===== config.mk =====
export PLATFORM = sky130hd
export DESIGN_NAME = rs_bm_scheduler
export DESIGN_NICKNAME = d
export VERILOG_FILES = /design/src/rtl/rs_bm_scheduler.sv
export SDC_FILE = /design/constraint.sdc
export NUM_CORES = 1
export LEC_CHECK = 0
export CAP_MARGIN = 25
export CELL_PAD_IN_SITES_DETAIL_PLACEMENT = 0
export CELL_PAD_IN_SITES_GLOBAL_PLACEMENT = 2
export CORE_AREA = 2 2 355 357
export CTS_CLUSTER_DIAMETER = 80
export DETAILED_ROUTE_END_ITERATION = 16
export DIE_AREA = 0 0 357 359
export PLACE_DENSITY = 0.6
export SKIP_LAST_GASP = 1
export SYNTH_ARGS = -nofsm -noshare
export SYNTH_HDL_FRONTEND = slang
export SYNTH_SLANG_ARGS = --single-unit

===== constraint.sdc =====
create_clock -name clk -period 7.45 [get_ports clk]
set_input_delay 1.1175 -clock clk [delete_from_list [all_inputs] [get_ports clk]]
set_output_delay 1.1175 -clock clk [all_outputs]
set_load 0.02 [all_outputs]

===== src/rtl/rs_bm_scheduler.sv =====
// rs_bm_scheduler: round-robin share of one 16-symbol GF(256) BM engine
// among NUM_CH syndrome channels; returns locator + channel id on valid/ready.
//
// Ports:
//   clk, rst_n                clock, async active-low reset
//   req_valid/req_ready       per-channel request; req_ready one-hot grant pulse
//   req_syn                   channel c syndromes at [c*SYN_W +: SYN_W]
//   bm_data_in/bm_valid_in    syndromes and one-cycle start to the engine
//   bm_poly_out/bm_valid_out  engine result and done pulse
//   bm_busy                   engine running (blocks new grants)
//   rsp_valid/rsp_ready       response handshake
//   rsp_poly/rsp_ch/rsp_err   locator polynomial, channel id, watchdog error
//
// Optional feature: define RS_BM_WATCHDOG_EN to bound WAIT to TIMEOUT cycles;
// expiry returns rsp_err = 1 with a zero polynomial.

module rs_bm_scheduler #(
    parameter int NUM_CH  = 4,
    parameter int SYN_W   = 128,
    parameter int TIMEOUT = 64,
    localparam int CH_W   = $clog2(NUM_CH)
) (
    input  logic                    clk,
    input  logic                    rst_n,
    input  logic [NUM_CH-1:0]       req_valid,
    output logic [NUM_CH-1:0]       req_ready,
    input  logic [NUM_CH*SYN_W-1:0] req_syn,
    output logic [SYN_W-1:0]        bm_data_in,
    output logic                    bm_valid_in,
    input  logic [SYN_W-1:0]        bm_poly_out,
    input  logic                    bm_valid_out,
    input  logic                    bm_busy,
    output logic                    rsp_valid,
    input  logic                    rsp_ready,
    output logic [SYN_W-1:0]        rsp_poly,
    output logic [CH_W-1:0]         rsp_ch,
    output logic                    rsp_err
);

    localparam logic [1:0] S_IDLE  = 2'd0;
    localparam logic [1:0] S_ISSUE = 2'd1;
    localparam logic [1:0] S_WAIT  = 2'd2;
    localparam logic [1:0] S_HOLD  = 2'd3;

    logic [1:0]       r_state;
    logic [CH_W-1:0]  r_rr;
    logic [CH_W-1:0]  r_ch;
    logic [SYN_W-1:0] r_syn;
    logic [SYN_W-1:0] r_poly;

    logic             w_found;
    logic [CH_W-1:0]  w_gnt;
    logic [CH_W-1:0]  w_idx;
    logic [SYN_W-1:0] w_gsyn;
    logic             w_take;

    // Round-robin search starting at r_rr, wrapping at NUM_CH-1.
    always_comb begin
        w_found = 1'b0;
        w_gnt   = '0;
        w_idx   = r_rr;
        for (int i = 0; i < NUM_CH; i++) begin
            if (!w_found && req_valid[w_idx]) begin
                w_found = 1'b1;
                w_gnt   = w_idx;
            end
            w_idx = (w_idx == CH_W'(NUM_CH - 1)) ? '0 : w_idx + 1'b1;
        end
    end

    always_comb begin
        w_gsyn = '0;
        for (int c = 0; c < NUM_CH; c++) begin
            if (w_gnt == CH_W'(c)) begin
                w_gsyn = req_syn[c*SYN_W +: SYN_W];
            end
        end
    end

    assign w_take    = (r_state == S_IDLE) && w_found && !bm_busy;
    assign req_ready = w_take ? (NUM_CH'(1) << w_gnt) : '0;

    assign bm_valid_in = (r_state == S_ISSUE);
    assign bm_data_in  = r_syn;
    assign rsp_valid   = (r_state == S_HOLD);
    assign rsp_poly    = r_poly;
    assign rsp_ch      = r_ch;

`ifdef RS_BM_WATCHDOG_EN
    logic [7:0] r_wd;
    logic       r_err;
    assign rsp_err = r_err;
`else
    assign rsp_err = 1'b0;
`endif

    always_ff @(posedge clk or negedge rst_n) begin
        if (!rst_n) begin
            r_state <= S_IDLE;
            r_rr    <= '0;
            r_ch    <= '0;
            r_syn   <= '0;
            r_poly  <= '0;
`ifdef RS_BM_WATCHDOG_EN
            r_wd    <= '0;
            r_err   <= 1'b0;
`endif
        end else begin
            case (r_state)
                S_IDLE: begin
                    if (w_take) begin
                        r_syn <= w_gsyn;
                        r_ch  <= w_gnt;
                        // Zero syndrome means no errors: C(x) = 1, skip the engine.
                        if (w_gsyn == '0) begin
                            r_poly  <= SYN_W'(1);
`ifdef RS_BM_WATCHDOG_EN
                            r_err   <= 1'b0;
`endif
                            r_state <= S_HOLD;
                        end else begin
                            r_state <= S_ISSUE;
                        end
                    end
                end
                S_ISSUE: begin
`ifdef RS_BM_WATCHDOG_EN
                    r_wd    <= '0;
`endif
                    r_state <= S_WAIT;
                end
                S_WAIT: begin
                    if (bm_valid_out) begin
                        r_poly  <= bm_poly_out;
`ifdef RS_BM_WATCHDOG_EN
                        r_err   <= 1'b0;
`endif
                        r_state <= S_HOLD;
                    end
`ifdef RS_BM_WATCHDOG_EN
                    else if (r_wd == 8'(TIMEOUT - 1)) begin
                        r_poly  <= '0;
                        r_err   <= 1'b1;
                        r_state <= S_HOLD;
                    end else begin
                        r_wd <= r_wd + 8'd1;
                    end
`endif
                end
                S_HOLD: begin
                    if (rsp_ready) begin
                        r_rr    <= (r_ch == CH_W'(NUM_CH - 1)) ? '0 : r_ch + 1'b1;
                        r_state <= S_IDLE;
                    end
                end
                default: r_state <= S_IDLE;
            endcase
        end
    end

endmodule


Word level (Yosys, flattened, before mapping):

Cells that the tools add are included.

* flip-flop bits (word level): 262
* word-level logic and storage cells: 79
* output and inout port bits: 265

* add/subtract/negate cells: 4
* $lt $le $gt $ge: 4
* eq/ne operators: 14
* reductions and logical operators: 17
* shift operators: 1
* multiplexer cells: 34

Operators by type and width (number)
* $mux W128: 7
* $pmux W128 S2: 1
* $logic_not A128 Y1: 1
* $mux W2: 12
* $eq A2 B2 Y1 const B: 8
* $lt A2 B3 Y1 const B: 4
* $add A2 B1 Y2 const B: 4
* $bmux W1 S2: 4
* $mux W1: 8
* $pmux W2 S4: 1
* $logic_and A1 B1 Y1: 5
* $eq A2 B1 Y1 const B: 2
* $logic_not A1 Y1: 4
* $logic_not A2 Y1: 2
* $mux W4: 1
* $ne A2 B1 Y1 const B: 2
* $ne A2 B2 Y1 const B: 2
* $reduce_and A2 Y1: 2
* $reduce_and A4 Y1: 1
* $shl A1 B2 Y4 const A: 1
* $reduce_and A3 Y1: 1
* $reduce_bool A2 Y1: 1

Depth between registers and ports, before layout:

* depth after elaboration: 21
* mapped depth: 18
* depth with buffers taken out: 11

Least setup slack after synthesis:

No wires, ideal clock.

* path kind: input port to output port
* start: input req_valid[1]
* end: output req_ready[0]
* cell stages on the path: 11
* arrival time: 3.524 ns
* required time: 6.332 ns
* setup slack: 2.809 ns
* cells stage by stage: o21a_1 a2111o_1 and4b_1 o22a_1 buf_4 buf_2 buf_2 clkbuf_1 clkbuf_1 clkbuf_1 nor3_1

* cells in the longest elaborated chain, start to end: 15
* elaborated cells between the ends (all ways): 26
* classes of those cells: shift (1); mux (17); reduce/logical (8)

RTL lines
* from (decl): line 25 `input logic [NUM_CH-1:0] req_valid,`
* $bmux W1 S2: line 63 `if (!w_found && req_valid[w_idx]) begin`
* $mux W1 (implied by the code): line 63
* $mux W1: line 63
* $logic_not A1 Y1: line 63
* $logic_and A1 B1 Y1: line 63
* $mux W1: line 63
* $logic_not A1 Y1: line 63
* $logic_and A1 B1 Y1: line 63
* $mux W1: line 63
* $logic_not A1 Y1: line 63
* $logic_and A1 B1 Y1: line 63
* $mux W1: line 63
* $logic_and A1 B1 Y1 (2 in a row): line 80 `assign w_take = (r_state == S_IDLE) && w_found && !bm_busy;`
* $mux W4 (*): line 81 `assign req_ready = w_take ? (NUM_CH'(1) << w_gnt) : '0;`
* to (decl): line 26 `output logic [NUM_CH-1:0] req_ready,`

Every way passes the cells marked *; elsewhere a longest branch is shown, timed or not. The select of a mux whose other input is x is not followed.

Worst setup path in the final report:

* start: input req_valid[1]
* end: output req_ready[3]

The elaborated chain is that of the path after synthesis.

==> results.json <==
{
  "outcome": "complete, no violations",
  "placed_cell_area_mm2": 0.0286,
  "wirelength_um": 144000,
  "required_ps": 6330,
  "timing.final.crit_period_ps": 6210,
  "maxSlewViolCount": 0,
  "dieArea_mm2": 0.128,
  "avgSynthCellArea_um2": 7.44,
  "tns_ps": 0,
  "maxCapViolCount": 0,
  "min_path_type": "in -> async",
  "cts.htree.levels": 2,
  "drtAntennaViolNets": 0,
  "dr.pass1.iters": 5,
  "crit_path_end_kind": "output port",
  "insertion_delay_ps": 620,
  "max_stage_delay_ps": 920,
  "cts_setup_buffers": 0,
  "hold_viol_final": 0,
  "fillers": 13800,
  "grt_pass1_wl_um": 193000,
  "dr.first_iter.drc_count": 1645,
  "dp_hpwl_um": 114000,
  "grt_remaining_overflow": 0,
  "path_class": "in -> out",
  "numPortBuffers": 912,
  "cts_buffers": 45,
  "regArea_mm2": 0.00656,
  "top_usage_layer": "met2",
  "ctsResizeCount": 0,
  "grt_start_max_net_pins": 165,
  "synth-async-reset-ratio_pct": 100,
  "cp_max_fo": 20,
  "final_net_count": 3839,
  "io_pins": 914,
  "syn_inst": 2383,
  "layout_common_cells": "clkdlybuf4s50_1 (911), nand2_1 (830), dfrtp_1 (262)",
  "wl_per_cell_um": 29.4,
  "fmax_mhz": 161,
  "cts_root_buf": "clkbuf_16",
  "synth.net_count": 3039,
  "place.gp.congestion": 0.877,
  "min_period_over_period_pct": 83.4,
  "worstPathArrival_ps": 5090,
  "final_common_cell": "clkdlybuf4s50_1",
  "crit_top_cell": "clkdlybuf4s50_1",
  "p_per_area_mw_per_mm2": 460,
  "cts_buffer_depth": 3,
  "multi_input_area_mm2": 0.00989,
  "drc": 0,
  "cellLeakagePower_nw": 11.9,
  "crit_chain": "clkdlybuf4s50_1, o21a_1, nor3b_1, o211a_1, nor2_4, nor3_1, clkdlybuf4s50_1",
  "die_h_um": 359,
  "synthFlopType": "dfrtp_1",
  "path_clk_slew_ps": 50,
  "use_met1_pct": 25.0,
  "rsz0062_at_grt": "no",
  "rows": 130,
  "start_util_pct": 14.2,
  "layout-drive-gt1-share_pct": 5.94,
  "via_count": 22200,
  "cts_tree": "yes",
  "ir_drop_mv": 0.491,
  "synth_cell_types": 64,
  "finalSetupViolations": 0,
  "cp_slowest_cell": "nor3_1",
  "grt_pass1_vias": 22200,
  "ctsHoldBuffers": 0,
  "chipWidth_um": 357,
  "start_kind": "input pin",
  "ys_seq_area_share_pct": 37.0,
  "fin_area_mm2": 0.0302,
  "met2_usage_pct": 35.6,
  "vias_per_cell": 4.54,
  "met3_usage_pct": 9.29,
  "fin_skew_ps": 14.1,
  "syn_area_mm2": 0.0177,
  "cts.sinks": 262,
  "track_usage_pct": 21.6,
  "max_slew_margin_pct": 21.8,
  "synth-edff-count": 0,
  "syn_to_final_growth_pct": 70.6,
  "design.core.area_mm2": 0.125,
  "antenna_found_initial": 97,
  "yosys_warnings": 0,
  "tightestPinTransition_ps": 1160,
  "synth-seq-cells": 262
}
[worst paths after layout]
check | from | endpoint | slack [ps] | cells after the start
worst min register to register | bm_data_in[13] | bm_data_in[13] | 480 | 2
worst min-delay path | rst_n | bm_data_in[112] | 480 | 1
worst max-delay path | req_valid[1] | req_ready[3] | 1240 | 7
worst max register to register | r_rr[0] | rsp_poly[9] | 1990 | 12
max in group asynchronous | rst_n | rsp_poly[6] | 5700 | 2
min in group clk | bm_data_in[13] | bm_data_in[13] | 480 | 2
[registers in the layout, indices dropped and copies added (netlist names)]
signal	flops
r_rr	2
rsp_poly	128
rsp_ch	2
bm_data_in	128
r_state	2
[through the flow]
| stage | util (%) | cells | setup slack [ps] | total power, W | hold WS, ps |
|---|---|---|---|---|---|
| floorplan | - | 2383 | 2810 | 0.00757 | 533 |
| global placement | 23.0 | 4783 | 1180 | 0.0118 | 462 |
| detailed placement | 23.0 | 4786 | 1350 | 0.0118 | 469 |
| CTS | 24.2 | 4867 | 1330 | 0.0141 | 480 |
| global route | 24.3 | 4882 | 1130 | 0.0150 | 494 |
| finish | 24.3 | 4890 | 1240 | 0.0139 | 476 |
[logic make-up after synthesis]
family	count (synthesis)	share of synthesized area [%]
adder cells (fa/ha/maj)	7	0.494
AND/OR/NAND/NOR	1151	28.0
other	1	0.0212
flip-flops	262	37.0
AO/OA/AOI/OAI	569	23.6
multiplexers	48	2.82
buffers and inverters	345	8.03
[cell type report]
type                       count  area share, %
multi-input combinational   1776           32.7
timing repair buffer         960           31.7
sequential                   262           21.7
tap                         1650           6.83
clock buffer                  63           4.28
inverter                     138           1.71
clock inverter                18          0.848
antenna                       23          0.190
[report_power, final]
group	total [W]	leakage (nW)	switching, W	internal, W
Sequential	0.00258	3.29	0.000485	0.00210
Combinational	0.00908	7.81	0.00590	0.00318
Clock	0.00224	0.753	0.000885	0.00136
Total	0.0139	11.9	0.00727	0.00663
[critical path, delay by kind of cell]
kind / cells / cell delay, ps
simple gates: 3 / 1730
buf+inv: 2 / 1300
compound gates: 2 / 910
[routing by layer]
layer	wire length, um	up-vias
met2	68500	920
met1	56100	10800
met4	3740	86
li1	-	10200
met5	550	-
met3	15000	223
[Yosys cell counts (all sizes together), types with 5 or more instances]
| cell | count | area [um2] |
|---|---|---|
| nand2 | 831 | 3130 |
| dfrtp | 262 | 6560 |
| o21ai | 250 | 1250 |
| clkbuf | 172 | 646 |
| inv | 138 | 518 |
| a32oi | 127 | 1110 |
| o221ai | 126 | 1290 |
| nand3 | 124 | 621 |
| nor4 | 97 | 607 |
| buf | 35 | 260 |
| mux2i | 35 | 350 |
| nand4 | 23 | 144 |
| nor2 | 17 | 63.8 |
| nor3 | 15 | 75.1 |
| mux2 | 13 | 150 |
| or4 | 13 | 101 |
| a21oi | 11 | 55.1 |
| and2 | 10 | 62.6 |
| a221oi | 8 | 70.1 |
| ha | 7 | 87.6 |
| o22a | 6 | 52.6 |
| a211oi | 5 | 42.5 |
| o31ai | 5 | 37.5 |
Power figures use the tool's default switching activity.
